## src/rtl/mem_arbiter_n.sv

```systemverilog
// N-port memory arbiter: one-entry request buffer per port, one outstanding memory access, response routed to its owner.
// Define MEM_ARBITER_RR_EN for round-robin grants; the default build grants by fixed priority (lowest index wins).
module mem_arbiter_n #(
    parameter int NPORT = 2,
    parameter int AW    = 32,
    parameter int DW    = 32
) (
    input  logic                    clock,
    input  logic                    reset,
    input  logic [NPORT-1:0]        port_valid,
    input  logic [NPORT-1:0]        port_instr,
    input  logic [NPORT*AW-1:0]     port_addr,
    input  logic [NPORT*DW-1:0]     port_wdata,
    input  logic [NPORT*(DW/8)-1:0] port_wstrb,
    output logic [NPORT*DW-1:0]     port_rdata,
    output logic [NPORT-1:0]        port_ready,
    output logic                    memory_valid,
    output logic                    memory_instr,
    output logic [AW-1:0]           memory_addr,
    output logic [DW-1:0]           memory_wdata,
    output logic [DW/8-1:0]         memory_wstrb,
    input  logic [DW-1:0]           memory_rdata,
    input  logic                    memory_ready
);

    localparam int SW = DW / 8;
    localparam int IW = $clog2(NPORT);

    typedef struct packed {
        logic          instr;
        logic [AW-1:0] addr;
        logic [DW-1:0] wdata;
        logic [SW-1:0] wstrb;
    } req_t;

    typedef enum logic {
        ST_IDLE,
        ST_BUSY
    } state_t;

    state_t           state, state_next;
    logic [IW-1:0]    owner, owner_next;
    req_t             act_req, act_next;
    logic [NPORT-1:0] pend_valid, pend_valid_next;
    req_t             pend_req      [NPORT];
    req_t             pend_req_next [NPORT];

    logic [NPORT-1:0] merged_valid;
    req_t             merged_req [NPORT];
    logic             grant_found;
    logic [IW-1:0]    grant_idx;
    logic             do_grant;
    logic             owner_done;
    req_t             mem_out;
    int               cand;

`ifdef MEM_ARBITER_RR_EN
    logic [IW-1:0]    rr_ptr, rr_next;
`endif

    // A pulse this cycle takes precedence over the buffered request, so the newest request wins.
    always_comb begin
        for (int i = 0; i < NPORT; i++) begin
            merged_valid[i] = pend_valid[i] | port_valid[i];
            merged_req[i]   = pend_req[i];
            if (port_valid[i]) begin
                merged_req[i] = {port_instr[i], port_addr[i*AW +: AW],
                                 port_wdata[i*DW +: DW], port_wstrb[i*SW +: SW]};
            end
        end
    end

    always_comb begin
        grant_found = 1'b0;
        grant_idx   = '0;
        cand        = 0;
        for (int k = 0; k < NPORT; k++) begin
`ifdef MEM_ARBITER_RR_EN
            cand = int'(rr_ptr) + k;
            if (cand >= NPORT) cand = cand - NPORT;
`else
            cand = k;
`endif
            if (!grant_found && merged_valid[cand]) begin
                grant_found = 1'b1;
                grant_idx   = IW'(cand);
            end
        end
    end

    // The memory slot frees in the cycle memory_ready arrives, so the next grant costs no bubble.
    assign owner_done = (state == ST_BUSY) && memory_ready;
    assign do_grant   = grant_found && ((state == ST_IDLE) || memory_ready);

    // NOTE: every signal driven here gets a default first, so no path leaves one unassigned and no latch is inferred.
    always_comb begin
        state_next      = state;
        owner_next      = owner;
        act_next        = act_req;
        pend_valid_next = merged_valid;
        for (int i = 0; i < NPORT; i++) begin
            pend_req_next[i] = merged_req[i];
        end
`ifdef MEM_ARBITER_RR_EN
        rr_next = rr_ptr;
`endif
        if (owner_done) begin
            state_next = ST_IDLE;
        end
        if (do_grant) begin
            state_next                 = ST_BUSY;
            owner_next                 = grant_idx;
            act_next                   = merged_req[grant_idx];
            pend_valid_next[grant_idx] = 1'b0;
`ifdef MEM_ARBITER_RR_EN
            rr_next = (grant_idx == IW'(NPORT - 1)) ? '0 : grant_idx + IW'(1);
`endif
        end
    end

    // Outputs are held at zero while reset is low so a stray memory_ready during reset is ignored.
    always_comb begin
        memory_valid = 1'b0;
        mem_out      = '0;
        if (reset) begin
            if (do_grant) begin
                memory_valid = 1'b1;
                mem_out      = merged_req[grant_idx];
            end else if ((state == ST_BUSY) && !memory_ready) begin
                memory_valid = 1'b1;
                mem_out      = act_req;
            end
        end
        memory_instr = mem_out.instr;
        memory_addr  = mem_out.addr;
        memory_wdata = mem_out.wdata;
        memory_wstrb = mem_out.wstrb;
    end

    always_comb begin
        port_ready = '0;
        port_rdata = '0;
        for (int i = 0; i < NPORT; i++) begin
            if (reset && owner_done && (owner == IW'(i))) begin
                port_ready[i]            = 1'b1;
                port_rdata[i*DW +: DW]   = memory_rdata;
            end
        end
    end

    // NOTE: state registers use non-blocking assignments so every flop samples the pre-edge value of the others.
    always_ff @(posedge clock) begin
        if (!reset) begin
            state      <= ST_IDLE;
            owner      <= '0;
            act_req    <= '0;
            pend_valid <= '0;
            // NOTE: the per-port buffers are small and are cleared on reset too, so no stale request survives it.
            for (int i = 0; i < NPORT; i++) begin
                pend_req[i] <= '0;
            end
`ifdef MEM_ARBITER_RR_EN
            rr_ptr <= '0;
`endif
        end else begin
            state      <= state_next;
            owner      <= owner_next;
            act_req    <= act_next;
            pend_valid <= pend_valid_next;
            for (int i = 0; i < NPORT; i++) begin
                pend_req[i] <= pend_req_next[i];
            end
`ifdef MEM_ARBITER_RR_EN
            rr_ptr <= rr_next;
`endif
        end
    end

endmodule

```

## config.mk

```make
export PLATFORM = sky130hd
export DESIGN_NAME = mem_arbiter_n
export DESIGN_NICKNAME = d
export VERILOG_FILES = /design/src/rtl/mem_arbiter_n.sv
export SDC_FILE = /design/constraint.sdc
export NUM_CORES = 1
export LEC_CHECK = 0
export BUFFER_PORTS_ARGS = -buffer_cell sky130_fd_sc_hd__buf_2
export CAP_MARGIN = 0
export CORE_ASPECT_RATIO = 1.1
export CORE_MARGIN = 2
export CORE_UTILIZATION = 48
export CTS_BUF_LIST = sky130_fd_sc_hd__clkbuf_4 sky130_fd_sc_hd__clkbuf_8 sky130_fd_sc_hd__clkbuf_16
export DETAILED_ROUTE_END_ITERATION = 10
export HOLD_SLACK_MARGIN = 0.03
export PLACE_DENSITY = 0.8
export SYNTH_ARGS = -nofsm -noshare
export SYNTH_HDL_FRONTEND = slang
export SYNTH_SLANG_ARGS = --single-unit
```

## constraint.sdc

```tcl
create_clock -name clock -period 1.91 [get_ports clock]
set_input_delay 0.382 -clock clock [delete_from_list [all_inputs] [get_ports clock]]
set_output_delay 0.382 -clock clock [all_outputs]
set_load 0.05 [all_outputs]
```

==> impl_metrics.csv, run 1 <==
group,metric,value,unit
yosys,yosys-top-cells-area,"dfxtp_1 40%, and2_1 12%, o21a_1 9.8%, nor2b_1 8.2%, o32ai_1 5.7%",
floorplanning,core_area,21900,µm²
sta,setup_tns,-58.35,ns
critical_path,reg2reg_from,"pend_valid[1]",
pwr,leakage,7.76,nW
route,wirelength,51700,µm
sta,hold_ws,0.218,ns
critical_path,path_max_fanout,20,
sta,clock_skew,0.0181,ns
global_route,grt_start_max_net_pins,147,
route,wl_per_cell,24.7,µm
floorplanning,rows,57,
route,drt_iter0_markers,1146,
critical_path,crit_path_start,"pend_valid[0]",
global_route,grt_pass1_vias,12600,
clock_network,clk_pin_slew,0.07,ns
final_layout,drive_above_1_share,52.0,%
placed_design,hpwl,25600,µm
floorplanning,num_io_pins,311,
hold_path,hold_path_depth,3,
route,postRouteAntennaNets,0,
critical_path,path_cells,"or2_4, buf_12, nor4_2, buf_4, o31ai_4, buf_6",
global_route,antenna_found_initial,18,
hold_path,whs_endpoint,"pend_req[0][10]",
critical_path,startpoint_type,"register",
global_route,use_met1,39.3,%
outcome,status,"finished, violations left",
clock_network,clkLatencyLatePin,0.52,ns
route,via_per_inst,6.20,
floorplanning,initial_core_util,48.6,%
placed_design,io_buffers,310,
run,cap_viol_max_count,0,
global_route,grt.total_usage,35.8,%
pwr,power_density,727,nW/µm²
critical_path,critical_path_class,"reg2out",
sta,hold_viol,0,
route,drtPass1Iterations,6,
sta,max_freq,389,MHz
route,drc_errors,0,
floorplanning,dieArea,23400,µm²
clock_network,cts_tree,"yes",
route,dr_total_vias,13000,
final_layout,area.growth.synth_to_final,80.2,%
yosys,synth_nets,1420,
yosys,avgSynthCellArea,8.54,µm²
critical_path,r2r_slack,-0.08,ns
clock_network,htreeDepth,1,
critical_path,rr_worst_depth,8,
hold_path,hold_path_class,"in2reg",
sta,tightestPinTransition,0.727,ns
critical_path,worstSetupEndpointType,"primary output",
sta,fin_crit,2.57,ns
final_layout,utilization,87.5,%
sta,relSlewSlack,51.5,%
critical_path,crit_required,1.53,ns
global_route,grt_util_met3,6.83,%
critical_path,arrival,2.19,ns
floorplanning,die_y,160,µm
yosys,synth_cells,1245,
floorplanning,die_w,146,µm
final_layout,nets,1940,
clock_network,cts.path.max_buffers,3,
global_route,use_met2,63.6,%
placed_design,pre_cts_slack,-0.375,ns
yosys,async_flop_share,0,%
sta,period_share,135,%
critical_path,slowest_stage,"dfxtp_4",
critical_path,max_stage_delay,0.36,ns
yosys,synth_cell_types,27,
clock_network,cts_buffers,23,
clock_network,root_buffer,"clkbuf_16",
yosys,ys_ff_latch,211,
sta,rsz0062_at_grt,"yes",
global_route,gr-total-overflow,0,
pwr,ir_drop,0.817,mV
sta,drv_slew,0,
global_route,top_usage_layer,"met2",
sta,setup_ws,-0.662,ns
yosys,yosysMostFrequentCell,"dfxtp_1",
yosys,synth_edf_count,0,
hold_path,min-delay-start,"port_wdata[6]",
yosys,syn-cell-area,10600,µm²
pwr,power,13.9,mW
critical_path,timing.rr.end,"act_req[41]",
yosys,synth.largest_area_cell,"dfxtp_1",
yosys,yosys_warnings,0,
placed_design,routabilityCongestion,0.848,
yosys,netlist_top_cells_count,"211 x dfxtp_1, 203 x and2_1, 139 x nand2_1, 139 x nor2b_1, 139 x o21a_1",
global_route,grt_pass1_wl,68100,µm
yosys,dominantRegCellSynth,"dfxtp_1",
yosys,synth.yosys.seq_area_share,39.7,%
yosys,yosys.area.top_type_share,39.7,%
sta,setup_viol,140,
outcome,failed_checks,"setup timing",
clock_network,clock-sinks,211,
-- cell families after synthesis --
kind of cell	count (synthesis)	share of synthesized area (%)
buf+inv	121	4.99
flops	211	39.7
simple gates	562	29.7
compound gates	351	25.6
-- per-layer routing --
metal	routed length, µm	part of all wire (%)	up-vias
li1	-	-	5521
met1	17700	34	6153
met2	24700	48	918
met3	4830	9.4	371
met4	4430	8.6	4
met5	23	0.045	-
-- worst max path at each step --
stage,endpoint,cells after the start
finish,memory_addr[7],6
global route,memory_addr[18],6
CTS,memory_wstrb[2],7
detailed placement,memory_addr[12],7
global placement,memory_addr[12],7
floorplan,memory_addr[16],5
-- repair_timing --
item,CTS,global route
hold buffers,0,0
pin swaps,27,42
gates cloned,11,7
setup buffers,22,13
gates resized for setup,333,129
endpoints found under the setup margin,136,141
-- sequential cells by signal, indices dropped and copies added, names as in the netlist --
name        cells
state           1
owner           1
pend_valid      2
pend_req      138
act_req        69
-- worst max-delay path, delay by kind of cell, from the launching register on --
kind            cells  cell delay, ns
compound gates      1            0.07
buf+inv             3            0.57
flops               1            0.36
simple gates        2            0.66
-- stage by stage --
step           cells  cell area [µm²]
3_5_place_dp    1989            16200
4_1_cts         2063            18500
5_1_grt         2089            19200
3_3_place_gp    1989            16200
2_1_floorplan   1245            12500
6_report        2092            19200
-- layout by cell type (no fill, tap or decap), drive strengths merged --
| cell | Yosys | routed |
|---|---|---|
| nand3 | 2 | 2 |
| nor2 | 4 | 4 |
| a211oi | 69 | 69 |
| and3b | 1 | 1 |
| or4 | 1 | 1 |
| clkinvlp | 0 | 2 |
| nor3 | 1 | 1 |
| clkbuf | 81 | 37 |
| o21a | 139 | 139 |
| nor2b | 139 | 139 |
| and2 | 203 | 203 |
| buf | 39 | 607 |
| bufinv | 0 | 3 |
| o32ai | 69 | 69 |
| or2 | 2 | 3 |
| a21oi | 3 | 3 |
| clkinv | 0 | 4 |
| o31a | 2 | 2 |
| diode | 0 | 16 |
| nand2 | 139 | 139 |
| nand2b | 1 | 1 |
| inv | 1 | 2 |
| bufbuf | 0 | 1 |
| o31ai | 69 | 69 |
| nor4 | 69 | 69 |
| dfxtp | 211 | 211 |
-- power breakdown --
part / internal [mW] / switching, mW / leakage [nW] / total (mW)
logic: 1.90 / 2.34 / 5.62 / 4.24
registers: 4.70 / 0.136 / 1.74 / 4.84
clock network: 2.88 / 1.97 / 0.399 / 4.85
total: 9.49 / 4.44 / 7.76 / 13.9
-- final cells by class --
| type | count | area, µm² |
|---|---|---|
| diodes | 16 | 40.0 |
| clock buffers | 31 | 673 |
| clock inverters | 10 | 138 |
| fillers | 956 | 2730 |
| inverters | 1 | 3.75 |
| multi-input cells | 914 | 7940 |
| flip-flops and latches | 211 | 4230 |
| well taps | 295 | 369 |
| repair buffers | 614 | 5770 |
Power figures use the tool's default switching activity.
==> run 2, diff against run 1 <==
--- a/config.mk
+++ b/config.mk
@@ -14,6 +14,7 @@
 export DETAILED_ROUTE_END_ITERATION = 10
 export HOLD_SLACK_MARGIN = 0.03
 export PLACE_DENSITY = 0.8
+export SETUP_SLACK_MARGIN = 0.05
 export SYNTH_ARGS = -nofsm -noshare
 export SYNTH_HDL_FRONTEND = slang
 export SYNTH_SLANG_ARGS = --single-unit
==> impl_metrics.csv, run 2 (synthesis gave the netlist of run 1 again) <==
group,metric,value,unit
sta,clock_skew,0.0123,ns
global_route,gr-total-overflow,0,
global_route,antenna_found_initial,24,
pwr,internal_power,9.60,mW
global_route,grt.total_usage,36.5,%
floorplanning,dieArea,23400,µm²
final_layout,largest_reg_flops,138,
sta,max_freq,361,MHz
run,cap_viol_max_count,0,
pwr,switching_share,31.5,%
clock_network,clk_pin_slew,0.06,ns
clock_network,cts_buffers,23,
critical_path,arrival,2.39,ns
pwr,p_sw,4.41,mW
critical_path,crit_required,1.53,ns
floorplanning,die_y,160,µm
route,dr_total_vias,12800,
route,drt_iter0_markers,1204,
clock_network,htreeDepth,1,
pwr,power,14.0,mW
floorplanning,die_w,146,µm
outcome,status,"finished, violations left",
critical_path,worstSetupEndpointType,"primary output",
sta,period_share,145,%
route,drc_errors,0,
placed_design,hpwl,25700,µm
clock_network,cts_tree,"yes",
placed_design,io_buffers,310,
clock_network,cts.path.max_buffers,3,
pwr,power_density,729,nW/µm²
final_layout,regMostFlops,"pend_req",
critical_path,critical_path_class,"reg2out",
global_route,grt_pass1_wl,68800,µm
sta,fin_crit,2.77,ns
route,postRouteAntennaNets,0,
placed_design,routabilityCongestion,0.865,
global_route,grt_start_max_net_pins,86,
floorplanning,core_area,21900,µm²
floorplanning,num_io_pins,311,
sta,drv_slew,0,
pwr,leakage,7.70,nW
global_route,grt_pass1_vias,12900,
route,wirelength,52700,µm
pwr,ir_drop,0.714,mV
final_layout,area.growth.synth_to_final,80.6,%
final_layout,layout_common_cells,"213 x buf_4, 207 x dfxtp_1, 171 x buf_2",
route,drtPass1Iterations,8,
critical_path,path_max_fanout,19,
sta,setup_ws,-0.859,ns
pwr,power_frac_comb,30.2,%
final_layout,reg.largest.list,"pend_req (138), act_req (69), pend_valid (2)",
outcome,failed_checks,"setup timing",
sta,relSlewSlack,34.5,%
pwr,seqPwrFrac,34.5,%
hold_path,hold_path_class,"in2reg",
floorplanning,rows,57,
sta,hold_viol,0,
route,via_per_inst,6.22,
sta,setup_viol,136,
final_layout,mostFrequentLayoutCell,"buf_4",
placed_design,placed_area,16000,µm²
floorplanning,initial_core_util,48.6,%
pwr,p_clk_share,35.3,%
clock_network,root_buffer,"clkbuf_16",
sta,rsz0062_at_grt,"yes",
clock_network,clock-sinks,211,
final_layout,nets,1913,
sta,tightestPinTransition,0.983,ns
clock_network,clkLatencyLatePin,0.52,ns
route,wl_per_cell,25.6,µm
clock_network,hold_buffers,0,
sta,setup_tns,-54.87,ns
final_layout,final_area,19200,µm²
critical_path,startpoint_type,"register",
sta,hold_ws,0.225,ns
final_layout,drive_above_1_share,51.5,%
-- run 2: cell type report --
class                           count  area (µm²)
Antenna cell                       14        35.0
Clock buffer                       33         694
Clock inverter                      6         130
Fill cell                         975        2680
Inverter                            1        3.75
Multi-Input combinational cell    913        8110
Sequential cell                   211        4230
Tap cell                          295         369
Timing Repair Buffer              588        5640
-- run 2: per-stage QoR --
step | util, % | setup WS [ns] | instances
floorplan | - | -0.0326 | 1245
global route | 87.7 | -0.986 | 2058
detailed placement | 72.8 | -0.368 | 1956
finish | 87.8 | -0.859 | 2061
global placement | 72.8 | -0.362 | 1956
CTS | 84.2 | -0.662 | 2025
-- run 2: worst paths after layout --
kind	startpoint	endpoint	slack, ns	cells after the start
max	pend_valid[0]	memory_wdata[3]	-0.86	6
min	port_addr[7]	pend_req[0][43]	0.23	3
max reg2reg	pend_valid[0]	act_req[12]	0.03	8
min reg2reg	act_req[28]	act_req[28]	0.48	2
-- run 2: timing repair --
item,CTS,global route
resized for setup,327,141
gates cloned,11,15
pin swaps,30,75
hold endpoints to repair,0,0
buffers inserted,19,15
endpoints found under the setup margin,136,153
-- run 2: power groups by stage --
stage / registers [mW] / clock network [mW] / logic, mW
2_1_floorplan: 4.87 / 0 / 2.32
3_3_place_gp: 4.88 / 0 / 3.32
3_5_place_dp: 4.90 / 0 / 3.37
4_1_cts: 4.81 / 4.91 / 3.90
5_1_grt: 4.85 / 5.10 / 4.36
6_report: 4.84 / 4.94 / 4.23
-- run 2: per-layer routing --
metal | part of all wire [%] | vias up | routed length, µm | global-route usage, %
met3 | 10 | 364 | 5260 | 9.63
met2 | 48 | 937 | 25200 | 64.8
met1 | 33 | 6026 | 17500 | 37.3
met5 | 0.24 | - | 126 | 0
met4 | 8.9 | 18 | 4700 | 25.7
li1 | - | 5482 | - | -
-- run 2: critical path, stage by stage (launching register included) --
cell and delay [ns]:
dfxtp_2 0.33, or2_4 0.34, buf_12 0.22, buf_4 0.17, nor4_4 0.44, o31ai_4 0.17, buf_6 0.19
==> run 3, diff against run 2 <==
--- a/config.mk
+++ b/config.mk
@@ -14,6 +14,7 @@
 export DETAILED_ROUTE_END_ITERATION = 10
 export HOLD_SLACK_MARGIN = 0.03
 export PLACE_DENSITY = 0.8
+export REMOVE_ABC_BUFFERS = 1
 export SETUP_SLACK_MARGIN = 0.05
 export SYNTH_ARGS = -nofsm -noshare
 export SYNTH_HDL_FRONTEND = slang
==> impl_metrics.csv, run 3 (synthesis gave the netlist of run 1 again) <==
group,metric,value,unit
pwr,internal_power,9.49,mW
global_route,grt_pass1_vias,12700,
clock_network,cts.path.max_buffers,3,
pwr,power_frac_comb,30.2,%
global_route,antenna_found_initial,16,
sta,max_freq,361,MHz
final_layout,reg.largest.list,"pend_req (138), act_req (69), pend_valid (2)",
clock_network,clkLatencyLatePin,0.52,ns
final_layout,mostFrequentLayoutCell,"buf_4",
critical_path,path_buf_inv,2,
floorplanning,die_y,160,µm
route,drc_errors,0,
critical_path,worstSetupEndpointType,"primary output",
pwr,p_clk_share,35.1,%
outcome,status,"finished, violations left",
pwr,ir_drop,0.814,mV
clock_network,cts_buffers,23,
critical_path,cp.depth,5,
sta,hold_viol,0,
critical_path,rr_worst_depth,6,
critical_path,path_max_fanout,10,
sta,hold_ws,0.230,ns
clock_network,hold_buffers,0,
final_layout,regMostFlops,"pend_req",
pwr,switching_share,32.3,%
final_layout,largest_reg_flops,138,
floorplanning,num_io_pins,311,
floorplanning,rows,57,
run,cap_viol_max_count,0,
final_layout,utilization,86.7,%
route,wl_per_cell,26.7,µm
sta,relSlewSlack,42.3,%
route,via_per_inst,6.47,
floorplanning,core_area,21900,µm²
critical_path,startpoint_type,"register",
sta,period_share,145,%
pwr,p_sw,4.53,mW
sta,setup_viol,136,
sta,clock_skew,0.0228,ns
critical_path,crit_family,"compound AO/OA/AOI/OAI gates",
placed_design,hpwl,24400,µm
route,maxUsedRoutingLayer,"met5",
critical_path,critical_path_class,"reg2out",
route,dr_wl_met3,5540,µm
pwr,leakage,7.67,nW
hold_path,hold_path_class,"in2reg",
critical_path,arrival,2.39,ns
route,routed-wl-met2,25900,µm
sta,setup_ws,-0.859,ns
clock_network,cts_tree,"yes",
clock_network,root_buffer,"clkbuf_16",
sta,drv_slew,0,
floorplanning,die_w,146,µm
critical_path,path_cells,"or2_4, buf_4, a211oi_2, o31ai_4, buf_6",
sta,rsz0062_at_grt,"yes",
outcome,failed_checks,"setup timing",
floorplanning,initial_core_util,48.6,%
route,drtPass1Iterations,5,
floorplanning,dieArea,23400,µm²
placed_design,routabilityCongestion,0.838,
global_route,grt_start_max_net_pins,78,
critical_path,slowest_stage,"a211oi_2",
final_layout,drive_above_1_share,50.5,%
sta,fin_crit,2.77,ns
route,drt_iter0_markers,1144,
global_route,gr-total-overflow,0,
clock_network,clock-sinks,211,
route,dr_total_vias,13400,
critical_path,max_stage_delay,0.67,ns
pwr,seqPwrFrac,34.6,%
route,postRouteAntennaNets,0,
clock_network,htreeDepth,1,
placed_design,pre_cts_slack,-0.484,ns
pwr,power_density,739,nW/µm²
sta,tightestPinTransition,0.866,ns
global_route,grt_pass1_wl,68800,µm
final_layout,nets,1923,
critical_path,crit_required,1.53,ns
clock_network,clk_pin_slew,0.06,ns
final_layout,layout_common_cells,"224 x buf_4, 208 x dfxtp_1, 171 x buf_2",
route,met1_length,18000,µm
route,wirelength,55400,µm
final_layout,area.growth.synth_to_final,78.4,%
global_route,grt.total_usage,36.5,%
placed_design,io_buffers,310,
hold_path,hold_path_depth,3,
[run 3: worst register-to-register path: stages (launching register included)]
cell	delay (ns)
dfxtp_4	0.36
or4_4	0.54
nand3_4	0.14
buf_12	0.16
buf_4	0.11
bufbuf_16	0.28
o32ai_2	0.15
[run 3: what timing repair did]
action | CTS | global route
buffers inserted | 21 | 24
endpoints found under the setup margin | 156 | 164
resized for setup | 443 | 278
pin swaps | 19 | 52
gates cloned | 15 | 7
[run 3: cell type report]
cell class / count / area (µm²)
inverters: 1 / 3.75
repair buffers: 597 / 5650
clock inverters: 9 / 123
clock buffers: 32 / 693
flip-flops and latches: 211 / 4230
diodes: 13 / 32.5
fillers: 910 / 2920
well taps: 295 / 369
multi-input cells: 914 / 7870
[run 3: worst paths after layout]
path	start	end	slack [ns]
worst min-delay path	port_wdata[13]	pend_req[0][17]	0.23
worst max-delay path	pend_valid[1]	memory_wdata[14]	-0.86
worst min register to register	act_req[28]	act_req[28]	0.48
worst max register to register	pend_valid[1]	act_req[0]	0.02
[run 3: stage by stage]
step	cell area, µm²	cells	TNS, ns	total power [mW]
floorplan	10100	1125	-408.45	6.38
global placement	14200	1967	-29.48	7.66
detailed placement	14200	1967	-33.37	7.73
CTS	17300	2038	-59.33	13.2
global route	19000	2066	-70.22	14.3
finish	19000	2072	-65.12	14.0
[run 3: routing by layer]
layer,track usage [%],vias up
met4,23.9,10
met1,39.8,6344
li1,-,5492
met2,64.0,1083
met5,0,-
met3,7.51,472
[run 3: power by group through the flow]
stage / sequential [mW] / clock [mW] / combinational [mW]
after floorplan: 4.87 / 0 / 1.51
after global placement: 4.88 / 0 / 2.78
after detailed placement: 4.90 / 0 / 2.84
after CTS: 4.80 / 4.85 / 3.50
after global routing: 4.86 / 5.08 / 4.37
final: 4.85 / 4.93 / 4.24
